--- config.mk ---
export PLATFORM = sky130hd
export DESIGN_NAME = adc_scan_scheduler_flat
export DESIGN_NICKNAME = d
export VERILOG_FILES = /design/src/rtl/adc_scan_scheduler_if.sv /design/src/rtl/adc_scan_scheduler.sv /design/src/flat_wrapper.sv
export SDC_FILE = /design/constraint.sdc
export NUM_CORES = 1
export LEC_CHECK = 0
export ABC_AREA = 1
export CORE_ASPECT_RATIO = 1.25
export CORE_MARGIN = 5
export CORE_UTILIZATION = 37
export DETAILED_ROUTE_END_ITERATION = 8
export PLACE_DENSITY_LB_ADDON = 0.3
export SETUP_SLACK_MARGIN = 0.15
export SLEW_MARGIN = 30
export SYNTH_ARGS = -nofsm -noshare
export SYNTH_HDL_FRONTEND = slang
export SYNTH_SLANG_ARGS = --single-unit
--- constraint.sdc ---
create_clock -name clock -period 3.65 [get_ports clock]
set_input_delay 0.73 -clock clock [delete_from_list [all_inputs] [get_ports clock]]
set_output_delay 0.73 -clock clock [all_outputs]
set_load 0.01 [all_outputs]
--- src/rtl/adc_scan_scheduler_if.sv ---
// ADC pin bus and UART request handshake seen by adc_scan_scheduler.
// master = scheduler side, slave = board pins / UART side.
interface adc_scan_scheduler_if;
   logic       adc_clock;
   logic       ale;
   logic       start;
   logic       oe;
   logic [2:0] address;
   logic       eoc;
   logic [7:0] adc_data;
   logic [7:0] tx_data;
   logic       tx_send;
   logic       tx_ready;

   modport master (
      output adc_clock, ale, start, oe, address, tx_data, tx_send,
      input  eoc, adc_data, tx_ready
   );

   modport slave (
      input  adc_clock, ale, start, oe, address, tx_data, tx_send,
      output eoc, adc_data, tx_ready
   );
endinterface

--- src/rtl/adc_scan_scheduler.sv ---
// Round-robin ADC0808/0809 scan scheduler feeding a level-handshake UART transmitter.
// Optional macro CHANNEL_TAG_EN: send a tag byte {4'hA,1'b0,address} ahead of each sample.
module adc_scan_scheduler #(
   parameter int ADC_CLK_DIV  = 50,
   parameter int SETUP_CYCLES = 4,
   parameter int START_CYCLES = 8,
   parameter int OE_CYCLES    = 4,
   parameter int EOC_TIMEOUT  = 20000
) (
   input  logic                        clock,
   input  logic                        reset,
   input  logic                        scan_enable,
   input  logic [7:0]                  channel_mask,
   adc_scan_scheduler_if.master        bus,
   output logic                        busy,
   output logic                        sample_valid,
   output logic [2:0]                  sample_channel,
   output logic                        timeout_err
);

   localparam logic [3:0] IDLE    = 4'd0;
   localparam logic [3:0] SELECT  = 4'd1;
   localparam logic [3:0] ADDR    = 4'd2;
   localparam logic [3:0] START_P = 4'd3;
   localparam logic [3:0] WAIT_LO = 4'd4;
   localparam logic [3:0] WAIT_HI = 4'd5;
   localparam logic [3:0] READ    = 4'd6;
   localparam logic [3:0] TX_REQ  = 4'd7;
   localparam logic [3:0] TX_ACC  = 4'd8;
   localparam logic [3:0] TX_DONE = 4'd9;

   localparam int         DIV_W      = $clog2(ADC_CLK_DIV + 1);
   localparam logic [19:0] SETUP_LAST = 20'(SETUP_CYCLES - 1);
   localparam logic [19:0] START_LAST = 20'(START_CYCLES - 1);
   localparam logic [19:0] OE_LAST    = 20'(OE_CYCLES - 1);
   localparam logic [19:0] TMO_LAST   = 20'(EOC_TIMEOUT - 1);

   logic [3:0]       state;
   logic [19:0]      cnt;
   logic [2:0]       last_ch;
   logic [2:0]       next_ch;
   logic [2:0]       cand;
   logic             found;
   logic [DIV_W-1:0] div_cnt;
   logic             eoc_p0;
   logic             eoc_p1;
`ifdef CHANNEL_TAG_EN
   logic [7:0]       data_buf;
   logic             tag_phase;
`endif

   assign busy = (state != IDLE);

   // Free-running ADC conversion clock, independent of the scan state
   always_ff @(posedge clock) begin
      if (reset) begin
         div_cnt       <= '0;
         bus.adc_clock <= 1'b0;
      end else if (div_cnt == DIV_W'(ADC_CLK_DIV - 1)) begin
         div_cnt       <= '0;
         bus.adc_clock <= ~bus.adc_clock;
      end else begin
         div_cnt <= div_cnt + 1'b1;
      end
   end

   // eoc synchronizer stage p0 -> p1
   always_ff @(posedge clock) begin
      if (reset) begin
         eoc_p0 <= 1'b0;
         eoc_p1 <= 1'b0;
      end else begin
         eoc_p0 <= bus.eoc;
         eoc_p1 <= eoc_p0;
      end
   end

   // Next enabled channel strictly after last_ch; i == 8 lets a lone channel reselect itself
   always_comb begin
      next_ch = last_ch;
      found   = 1'b0;
      cand    = last_ch;
      for (int i = 1; i <= 8; i++) begin
         cand = last_ch + 3'(i);
         if (!found && channel_mask[cand]) begin
            next_ch = cand;
            found   = 1'b1;
         end
      end
   end

   always_ff @(posedge clock) begin
      if (reset) begin
         state          <= IDLE;
         cnt            <= '0;
         last_ch        <= 3'd7;
         bus.ale        <= 1'b0;
         bus.start      <= 1'b0;
         bus.oe         <= 1'b0;
         bus.address    <= 3'd0;
         bus.tx_data    <= 8'd0;
         bus.tx_send    <= 1'b0;
         sample_valid   <= 1'b0;
         sample_channel <= 3'd0;
         timeout_err    <= 1'b0;
`ifdef CHANNEL_TAG_EN
         data_buf       <= 8'd0;
         tag_phase      <= 1'b0;
`endif
      end else begin
         sample_valid <= 1'b0;
         timeout_err  <= 1'b0;
         case (state)
            IDLE: begin
               if (scan_enable && (channel_mask != 8'd0)) state <= SELECT;
            end
            SELECT: begin
               if (!scan_enable || (channel_mask == 8'd0)) begin
                  state <= IDLE;
               end else begin
                  bus.address <= next_ch;
                  bus.ale     <= 1'b1;
                  cnt         <= '0;
                  state       <= ADDR;
               end
            end
            ADDR: begin
               if (cnt == SETUP_LAST) begin
                  cnt       <= '0;
                  bus.start <= 1'b1;
                  state     <= START_P;
               end else begin
                  cnt <= cnt + 1'b1;
               end
            end
            START_P: begin
               if (cnt == START_LAST) begin
                  cnt       <= '0;
                  bus.ale   <= 1'b0;
                  bus.start <= 1'b0;
                  state     <= WAIT_LO;
               end else begin
                  cnt <= cnt + 1'b1;
               end
            end
            // Timeout wins over a same-cycle eoc edge so the pulse time is exact
            WAIT_LO, WAIT_HI: begin
               if (cnt == TMO_LAST) begin
                  timeout_err <= 1'b1;
                  last_ch     <= bus.address;
                  state       <= SELECT;
               end else if (state == WAIT_LO) begin
                  cnt <= cnt + 1'b1;
                  if (!eoc_p1) state <= WAIT_HI;
               end else if (eoc_p1) begin
                  cnt    <= '0;
                  bus.oe <= 1'b1;
                  state  <= READ;
               end else begin
                  cnt <= cnt + 1'b1;
               end
            end
            READ: begin
               if (cnt == OE_LAST) begin
                  bus.oe         <= 1'b0;
                  sample_valid   <= 1'b1;
                  sample_channel <= bus.address;
`ifdef CHANNEL_TAG_EN
                  data_buf       <= bus.adc_data;
                  bus.tx_data    <= {4'hA, 1'b0, bus.address};
                  tag_phase      <= 1'b1;
`else
                  bus.tx_data    <= bus.adc_data;
`endif
                  state          <= TX_REQ;
               end else begin
                  cnt <= cnt + 1'b1;
               end
            end
            TX_REQ: begin
               if (bus.tx_ready) begin
                  bus.tx_send <= 1'b1;
                  state       <= TX_ACC;
               end
            end
            TX_ACC: begin
               if (!bus.tx_ready) begin
                  bus.tx_send <= 1'b0;
                  state       <= TX_DONE;
               end
            end
            TX_DONE: begin
               if (bus.tx_ready) begin
`ifdef CHANNEL_TAG_EN
                  if (tag_phase) begin
                     tag_phase   <= 1'b0;
                     bus.tx_data <= data_buf;
                     state       <= TX_REQ;
                  end else begin
                     last_ch <= bus.address;
                     state   <= SELECT;
                  end
`else
                  last_ch <= bus.address;
                  state   <= SELECT;
`endif
               end
            end
            default: state <= IDLE;
         endcase
      end
   end

endmodule

--- src/flat_wrapper.sv ---
// flat-port wrapper written by rule: the top's interface ports become plain ports
module adc_scan_scheduler_flat 
#(
   parameter int ADC_CLK_DIV  = 50,
   parameter int SETUP_CYCLES = 4,
   parameter int START_CYCLES = 8,
   parameter int OE_CYCLES    = 4,
   parameter int EOC_TIMEOUT  = 20000
)
  (clock, reset, scan_enable, channel_mask, busy, sample_valid, sample_channel, timeout_err, bus_adc_clock, bus_ale, bus_start, bus_oe, bus_address, bus_tx_data, bus_tx_send, bus_eoc, bus_adc_data, bus_tx_ready);
  adc_scan_scheduler_if bus_i ();
  input  logic clock;
  input  logic reset;
  input  logic scan_enable;
  input  logic [7:0] channel_mask;
  output logic busy;
  output logic sample_valid;
  output logic [2:0] sample_channel;
  output logic timeout_err;
  output wire logic [$bits(bus_i.adc_clock)-1:0] bus_adc_clock;
  output wire logic [$bits(bus_i.ale)-1:0] bus_ale;
  output wire logic [$bits(bus_i.start)-1:0] bus_start;
  output wire logic [$bits(bus_i.oe)-1:0] bus_oe;
  output wire logic [$bits(bus_i.address)-1:0] bus_address;
  output wire logic [$bits(bus_i.tx_data)-1:0] bus_tx_data;
  output wire logic [$bits(bus_i.tx_send)-1:0] bus_tx_send;
  input wire logic [$bits(bus_i.eoc)-1:0] bus_eoc;
  input wire logic [$bits(bus_i.adc_data)-1:0] bus_adc_data;
  input wire logic [$bits(bus_i.tx_ready)-1:0] bus_tx_ready;
  assign bus_adc_clock = bus_i.adc_clock;
  assign bus_ale = bus_i.ale;
  assign bus_start = bus_i.start;
  assign bus_oe = bus_i.oe;
  assign bus_address = bus_i.address;
  assign bus_tx_data = bus_i.tx_data;
  assign bus_tx_send = bus_i.tx_send;
  assign bus_i.eoc = bus_eoc;
  assign bus_i.adc_data = bus_adc_data;
  assign bus_i.tx_ready = bus_tx_ready;
  adc_scan_scheduler #(.ADC_CLK_DIV(ADC_CLK_DIV), .SETUP_CYCLES(SETUP_CYCLES), .START_CYCLES(START_CYCLES), .OE_CYCLES(OE_CYCLES), .EOC_TIMEOUT(EOC_TIMEOUT)) u_core (.clock(clock), .reset(reset), .scan_enable(scan_enable), .channel_mask(channel_mask), .bus(bus_i), .busy(busy), .sample_valid(sample_valid), .sample_channel(sample_channel), .timeout_err(timeout_err));
endmodule
==> reports/results.tsv, run 1 <==
metric	value	unit
outcome	finished clean	
postRouteAntennaNets	0	
h-tree-depth	2	
ir_drop	0.000322	V
relSlewSlack	53.5	%
arrival	3.02	ns
crit_path_end_kind	flip-flop	
viasPerCell	5.11	
max_freq	352	MHz
clock_latency	0.29	ns
portBuffers	42	
p_leak	1.87	nW
slowest_stage	dfxtp_1	
drt_iter0_drc	292	
rsz0062_at_grt	no	
finalWirelength	9.55	mm
syn_area	3620	sq um
synth_flop_cell	dfxtp_1	
crit_path_frequent_cell	nand2_1	
cts_resized	0	
ios	43	
antenna_found_initial	0	
clock_sinks	56	
synth_nets	582	
ctsHoldBuffers	0	
cp_top_family	simple AND/OR/NAND/NOR gates	
grt_pass1_vias	3480	
synth_top_cell_by_area	dfxtp_1	
track_usage	16.0	%
drive_above_1_share	9.56	%
antennaDiodeCount	0	
fillers	1011	
min_period	2.84	ns
die-area	11900	sq um
p_per_area	416	nW/um^2
dp_hpwl	7.54	mm
synth_top_area_share	31.0	%
fin_skew	0.00887	ns
synth-seq-area-share	31.0	%
synth_warnings	0	
via_count	3687	
nets	621	
drt_first_pass_iters	5	
yosysMostFrequentCell	nand2_1	
clockBufferDepth	2	
crit_required	3.83	ns
synth_commonest_cells	nand2_1, nor2_1, inv_1, dfxtp_1, nand3_1	
synth_area_leaders	dfxtp_1, nand2_1, nor2_1	
core	9610	sq um
crit_buf_inv	3	
cts_tree	built	
row_count	40	
drv_slew	0	
avgRoutedWirePerCell	13.2	um
cap_violations	0	
path_class	flip-flop to flip-flop	
tns	0	ns
slowest_delay	0.55	ns
setup_viol_count_final	0	
grt_first_pass_wirelength	15.8	mm
cp_max_fo	11	
post_cts_buffers	0	
initial_core_util	37.7	%
hold_class	flip-flop to flip-flop	
cp-start-kind	flip-flop	
period_share	77.9	%
root_buffer	clkbuf_16	
syn2layout_area_growth	18.4	%
cts.clk_slew.worst_paths	0.07	ns
crit_chain	inv_2 -> ha_1 -> inv_1 -> nand3_1 -> nand2_1 -> nand2_1 -> nand2_1 -> nand3_2 -> nor2_4 -> nand4_2 -> nand4_1 -> nor2_1 -> o21ai_0 -> inv_1	
grt_max_degree	25	
synth_cells	556	
synthDistinctLibCells	43	
worst_pin_slew	0.690	ns
synthArstFlopShare	0	%
place.gp.congestion	0.931	
syn_area_per_cell	6.51	sq um
drc_errors	0	
ys_ff_latch	56	
synth_edf_count	0	
die_w	98.5	um
hold-worst-slack	0.408	ns
ff2ff_setup_slack	0.81	ns
finalHoldViolCount	0	
globalRouteOverflowTotal	0	
fp.dieH	121	um
cts_buffers	5	
-- cell type report --
type	count	area, sq um	share of cell area, %
Clock buffer	6	129	3.01
Clock inverter	2	16.3	0.379
Inverter	82	312	7.27
Multi-Input combinational cell	405	2110	49.2
Sequential cell	56	1120	26.2
Tap cell	126	158	3.68
Timing Repair Buffer	45	443	10.3
-- worst paths after layout --
| path | cells after the start | start | to |
|---|---|---|---|
| hold / removal | 2 | u_core.eoc_p0 | u_core.eoc_p1 |
| setup reg to reg | 14 | u_core.last_ch[0] | u_core.bus.address[0] |
| setup / recovery | 14 | u_core.last_ch[0] | u_core.bus.address[0] |
| hold reg to reg | 2 | u_core.eoc_p0 | u_core.eoc_p1 |
-- power by group --
part	leakage [nW]	switching [mW]	internal, mW	total, mW
clock network	0.0671	0.224	0.256	0.481
logic	1.35	0.404	0.208	0.612
registers	0.454	0.0416	0.651	0.693
-- layer usage --
| metal | vias up | share of wire (%) | global-route usage [%] | wire (um) |
|---|---|---|---|---|
| met4 | 0 | 3.3 | 7.26 | 314 |
| met3 | 27 | 3.0 | 2.37 | 282 |
| met2 | 94 | 51 | 28.4 | 4820 |
| met5 | - | 0 | 0 | 0 |
| met1 | 1670 | 43 | 18.8 | 4120 |
| li1 | 1896 | - | - | - |
-- worst min-delay path: stages, from the launching register on --
cell	delay [ns]
dfxtp_1	0.30
inv_1	0.04
nor2_1	0.03
-- flip-flops by register name, indices dropped and copies added (netlist names) --
signal and count:
u_core.sample_channel 3, u_core.bus.ale 1, u_core.bus.start 1, u_core.bus.address 3
u_core.state 4, u_core.timeout_err 1, u_core.eoc_p0 1, u_core.div_cnt 6
u_core.bus.tx_data 8, u_core.sample_valid 1, u_core.bus.adc_clock 1, u_core.bus.oe 1
u_core.bus.tx_send 1, u_core.last_ch 3, u_core.cnt 20, u_core.eoc_p1 1
-- cell usage in the layout (no fill, tap or decap), drive strengths merged, types with 2 or more instances in the layout --
master         instances
nand2                133
nor2                  85
inv                   80
dfxtp                 56
nand3                 53
clkdlybuf4s50         42
o21ai                 33
a21oi                 24
nand4                 17
nor3                  13
o211ai                 8
xor2                   7
nor4                   7
clkbuf                 6
ha                     5
a41oi                  4
xnor2                  4
nor3b                  3
buf                    3
clkinv                 3
o2111ai                2
a31oi                  2
a211oi                 2
-- kinds of logic (layout without fill, tap and decap cells) --
family | after synthesis | after routing | share of synthesized area [%]
simple gates | 311 | 311 | 40.9
fa+ha+maj | 5 | 5 | 1.73
buf+inv | 95 | 135 | 10.8
xor+xnor | 11 | 11 | 2.66
compound gates | 78 | 78 | 13.0
flops | 56 | 56 | 31.0
-- through the flow --
| stage | power [mW] | area, sq um | setup WS, ns | utilization, % | instances |
|---|---|---|---|---|---|
| floorplan | 1.15 | 3620 | 1.42 | - | 556 |
| global placement | 1.31 | 4140 | 0.805 | 43.1 | 714 |
| detailed placement | 1.32 | 4140 | 0.747 | 43.1 | 714 |
| CTS | 1.80 | 4290 | 0.789 | 44.6 | 722 |
| global route | 1.90 | 4290 | 0.550 | 44.6 | 722 |
| finish | 1.79 | 4290 | 0.808 | 44.6 | 722 |
No activity file was read; power rests on OpenSTA's default activity.
==> run 2: changes to the inputs <==
==> constraint.sdc (replaced) <==
create_clock -name clock -period 2.5 [get_ports clock]
set_input_delay 0.5 -clock clock [delete_from_list [all_inputs] [get_ports clock]]
set_output_delay 0.5 -clock clock [all_outputs]
set_load 0.01 [all_outputs]
==> run 2 against run 1 <==
  * Cell area is 3.9% higher
  * Critical path depth is 9 lower
  * Total power is 52% higher
  * Largest power group unchanged
  * Combinational power is 58% higher
  * Via count is 1.8% higher
  * Sequential share of layout area is 0.99 points lower
  * First-iteration DRC count is 30% lower
  * Worst setup slack worse by 0.51 ns
  * Largest cell class unchanged
  * Global-route usage is 0.90 points higher
  * Wire length is 1.3% higher
==> reports/results.tsv, run 2 (synthesized netlist as in run 1, its figures left out) <==
metric	value	unit
outcome	finished clean	
multi_input_area	2130	sq um
drc_errors	0	
clockBufferDepth	2	
fin_cells	740	
rr_startpoint	u_core.cnt[0]	
hold_start	u_core.eoc_p0	
p_leak	1.96	nW
place_area	4280	sq um
cts_buffers	5	
grt_first_pass_wirelength	16.9	mm
rr_worst_depth	12	
drive_above_1_share	13.4	%
nets	639	
viasPerCell	5.07	
fin_skew	0.00934	ns
drv_slew	0	
ff_latch_area	1120	sq um
grt_pass1_vias	3767	
finalHoldViolCount	0	
antenna_found_initial	0	
ios	43	
clock_latency	0.30	ns
p_per_area	611	nW/um^2
tns	0	ns
via_count	3755	
initial_core_util	37.7	%
drt_first_pass_iters	6	
r2r_end	u_core.cnt[14]	
min_to	u_core.eoc_p1	
ff2ff_setup_slack	0.37	ns
antennaDiodeCount	0	
min_period	2.20	ns
ctsHoldBuffers	0	
die_w	98.5	um
wl_met1	4.08	mm
die-area	11900	sq um
worst_pin_slew	0.662	ns
crit_path_end_kind	primary output	
final_cell_area	4460	sq um
top_register	u_core.cnt	
dp_slack	0.0505	ns
h-tree-depth	2	
avgRoutedWirePerCell	13.1	um
hold_class	flip-flop to flip-flop	
core	9610	sq um
setup_ws	0.302	ns
cts_tree	built	
rsz0062_at_grt	no	
dr.max_layer_used	met4	
hold-worst-slack	0.423	ns
ir_drop	0.000342	V
grt_max_degree	24	
clock_sinks	56	
final_common_cell	nand2_1	
fp.dieH	121	um
cap_violations	0	
track_usage	16.9	%
row_count	40	
holdPathStages	2	
crit_required	2.00	ns
final_util	46.4	%
cts.clk_slew.worst_paths	0.08	ns
setup_viol_count_final	0	
postRouteAntennaNets	0	
period_share	87.9	%
largest_register_ffs	20	
cp_max_fo	5	
wl_met2	5.01	mm
finalWirelength	9.67	mm
finalPower	2.72	mW
path_class	flip-flop to primary output	
root_buffer	clkbuf_16	
arrival	1.70	ns
place.gp.congestion	0.906	
final_cell_mix	nand2_1, nor2_1, inv_1, dfxtp_1, nand3_1	
syn2layout_area_growth	23.1	%
dp_hpwl	7.67	mm
cp-start-kind	flip-flop	
portBuffers	42	
relSlewSlack	55.4	%
reg_top3	u_core.cnt (20), u_core.bus.tx_data (8), u_core.div_cnt (6)	
dr_wl_met3	317	um
post_cts_buffers	0	
globalRouteOverflowTotal	0	
max_freq	455	MHz
fillers	1024	
dp_cells	732	
drt_iter0_drc	204	
==> run 2: changes by cell type in the layout (fill, tap and decap cells not counted), sizes merged <==
cell      before  now
buf            3   21
inv           80   83
clkinv         3    2
clkinvlp       1    0
clkbuf         6    5
==> run 2: cell type report <==
| cell class | count | area share (%) |
|---|---|---|
| Timing Repair Buffer | 63 | 13.0 |
| Sequential cell | 56 | 25.2 |
| Tap cell | 126 | 3.54 |
| Clock buffer | 5 | 2.81 |
| Multi-Input combinational cell | 405 | 47.9 |
| Clock inverter | 3 | 0.646 |
| Inverter | 82 | 6.99 |
==> run 2: repair_timing <==
action	in CTS	in global routing
endpoints found under the hold margin	0	0
endpoints found under the setup margin	0	3
resized for setup	0	7
==> run 2: how the worst max path moves through the flow <==
stage                                 start                     to  slack [ns]  depth (start not counted)
after floorplan           u_core.last_ch[0]  u_core.bus.address[2]        0.27                         20
after global routing      u_core.last_ch[0]  u_core.bus.address[2]        0.17                         19
after detailed placement    channel_mask[0]         u_core.cnt[17]        0.05                         12
after CTS                 u_core.last_ch[0]  u_core.bus.address[2]        0.25                         17
final                       u_core.state[3]                   busy        0.30                          5
after global placement      channel_mask[0]          u_core.cnt[0]        0.09                         12
==> run 2: critical path, stage by stage, from the launching register on <==
cell	delay [ns]
dfxtp_1	0.37
nor2_1	0.20
inv_1	0.11
nor2_1	0.16
inv_1	0.08
clkdlybuf4s50_1	0.50
==> run 2: metal layers <==
| layer | up-vias | global-route usage [%] |
|---|---|---|
| met1 | 1711 | 19.6 |
| li1 | 1938 | - |
| met4 | 0 | 6.75 |
| met2 | 83 | 30.8 |
| met5 | - | 0 |
| met3 | 23 | 2.48 |
==> run 2: power by group <==
group / switching, mW / internal, mW
clock network: 0.351 / 0.387
registers: 0.0633 / 0.951
logic: 0.614 / 0.355
==> run 3: changes to the inputs <==
--- a/config.mk
+++ b/config.mk
@@ -6,10 +6,11 @@
 export NUM_CORES = 1
 export LEC_CHECK = 0
 export ABC_AREA = 1
-export CORE_ASPECT_RATIO = 1.25
+export CORE_ASPECT_RATIO = 0.8
 export CORE_MARGIN = 5
 export CORE_UTILIZATION = 37
 export DETAILED_ROUTE_END_ITERATION = 8
+export DONT_BUFFER_PORTS = 1
 export PLACE_DENSITY_LB_ADDON = 0.3
 export SETUP_SLACK_MARGIN = 0.15
 export SLEW_MARGIN = 30
==> run 3 against run 2 <==
  * Die area unchanged
  * Wire length decreased by 4.0%
  * Sequential power about the same
  * Global-route usage down 0.97 points
  * Clock-buffer cell count did not move
  * Final cell count decreased by 8.0%
  * Sequential share of layout area up 3.2 points
  * Utilization is 5.2 points lower
  * Non-clock buffer count is 52 lower
  * Via count is 4.2% lower
  * First-iteration DRC count up 56%
  * Clock power rose by 8.7%
  * Critical endpoint is now u_core.cnt[14]
  * Largest cell class unchanged
==> reports/results.tsv, run 3 (synthesized netlist as in run 1, its figures left out) <==
metric	value	unit
wl_met1	4.45	mm
track_usage	15.9	%
syn2layout_area_growth	9.19	%
antenna_found_initial	0	
wl_met2	4.05	mm
ios	43	
dr_wl_met3	771	um
place.gp.congestion	0.959	
ir_drop	0.000465	V
max_freq	470	MHz
clockBufferDepth	2	
rsz0062_at_grt	yes	
setup_ws	0.373	ns
finalWirelength	9.28	mm
antennaDiodeCount	0	
arrival	2.32	ns
outcome	finished clean	
core	9610	sq um
h-tree-depth	2	
final_cell_mix	nand2_1, nor2_1, inv_1, dfxtp_1, nand3_1	
cts_tree	built	
fp.dieH	98.5	um
initial_core_util	37.7	%
dp_hpwl	7.41	mm
cts.clk_slew.worst_paths	0.07	ns
die_w	121	um
grt_first_pass_wirelength	15.9	mm
final_common_cell	nand2_1	
cp-start-kind	flip-flop	
fin_skew	0.00484	ns
post_cts_buffers	0	
tns	0	ns
relSlewSlack	54.5	%
postRouteAntennaNets	0	
clock_latency	0.29	ns
drc_errors	0	
globalRouteOverflowTotal	0	
dp_slack	0.162	ns
die-area	11900	sq um
clock_sinks	56	
cp_max_fo	7	
setup_viol_count_final	0	
period_share	85.1	%
drt_iter0_drc	319	
p_leak	1.77	nW
viasPerCell	5.28	
hold_class	primary input to flip-flop	
top_register	u_core.cnt	
row_count	32	
crit_path_end_kind	flip-flop	
reg_top3	u_core.cnt (20), u_core.bus.tx_data (8), u_core.div_cnt (6)	
path_class	flip-flop to flip-flop	
worst_pin_slew	0.675	ns
finalHoldViolCount	0	
cap_violations	0	
drive_above_1_share	12.1	%
drv_slew	0	
grt_max_degree	25	
drt_first_pass_iters	5	
nets	587	
min_period	2.13	ns
crit_required	2.69	ns
cts_buffers	5	
largest_register_ffs	20	
grt_pass1_vias	3347	
avgRoutedWirePerCell	13.6	um
dr.max_layer_used	met4	
p_per_area	673	nW/um^2
root_buffer	clkbuf_16	
portBuffers	0	
via_count	3598	
[run 3: path summary, 6_finish.rpt]
path                            depth (start not counted)     startpoint              to  slack [ns]
worst max-delay path                                   12  u_core.cnt[0]  u_core.cnt[14]        0.37
worst min-delay path                                    1          reset   u_core.cnt[6]        0.28
worst max register to register                         12  u_core.cnt[0]  u_core.cnt[14]        0.37
worst min register to register                          2  u_core.eoc_p0   u_core.eoc_p1        0.41
[run 3: routing by layer]
metal	GRT usage, %	vias to the layer above
li1	-	1833
met1	22.7	1634
met2	24.5	129
met3	4.70	2
met4	2.09	0
met5	0	-
[run 3: worst max-delay path, cell delays in order, from the launching register on]
cell and delay (ns):
dfxtp_1 0.39, ha_1 0.19, inv_1 0.06, nor4_1 0.33
nand3_2 0.21, nand2_1 0.10, nand2_1 0.10, nor3_4 0.25
nand2_4 0.09, nand2_4 0.12, clkinv_2 0.08, nand3_1 0.09
inv_1 0.04
[run 3: what timing repair did]
| item | in CTS | in global routing |
|---|---|---|
| endpoints found under the setup margin | 0 | 7 |
| hold buffers | 0 | 0 |
| gates resized for setup | 0 | 3 |
[run 3: per-stage QoR]
| stage | hold slack [ns] | instance area, sq um | total power, mW | instances | util (%) |
|---|---|---|---|---|---|
| 2_1_floorplan | 0.388 | 3620 | 1.67 | 556 | - |
| 3_3_place_gp | 0.389 | 3770 | 1.86 | 673 | 39.3 |
| 3_5_place_dp | 0.395 | 3770 | 1.86 | 673 | 39.3 |
| 4_1_cts | 0.270 | 3940 | 2.67 | 681 | 41.0 |
| 5_1_grt | 0.266 | 3950 | 2.84 | 681 | 41.1 |
| 6_report | 0.279 | 3950 | 2.66 | 681 | 41.1 |
[run 3: where the power goes]
part | switching [mW] | internal, mW
registers | 0.0772 | 0.951
clock network | 0.324 | 0.478
logic | 0.571 | 0.257
total | 0.972 | 1.69
[run 3: layout make-up]
class                           count  area, sq um
Timing Repair Buffer               11         86.3
Tap cell                          119          149
Inverter                           82          312
Multi-Input combinational cell    405         2110
Sequential cell                    56         1120
Fill cell                        1014         5660
Clock inverter                      3         46.3
Clock buffer                        5          125
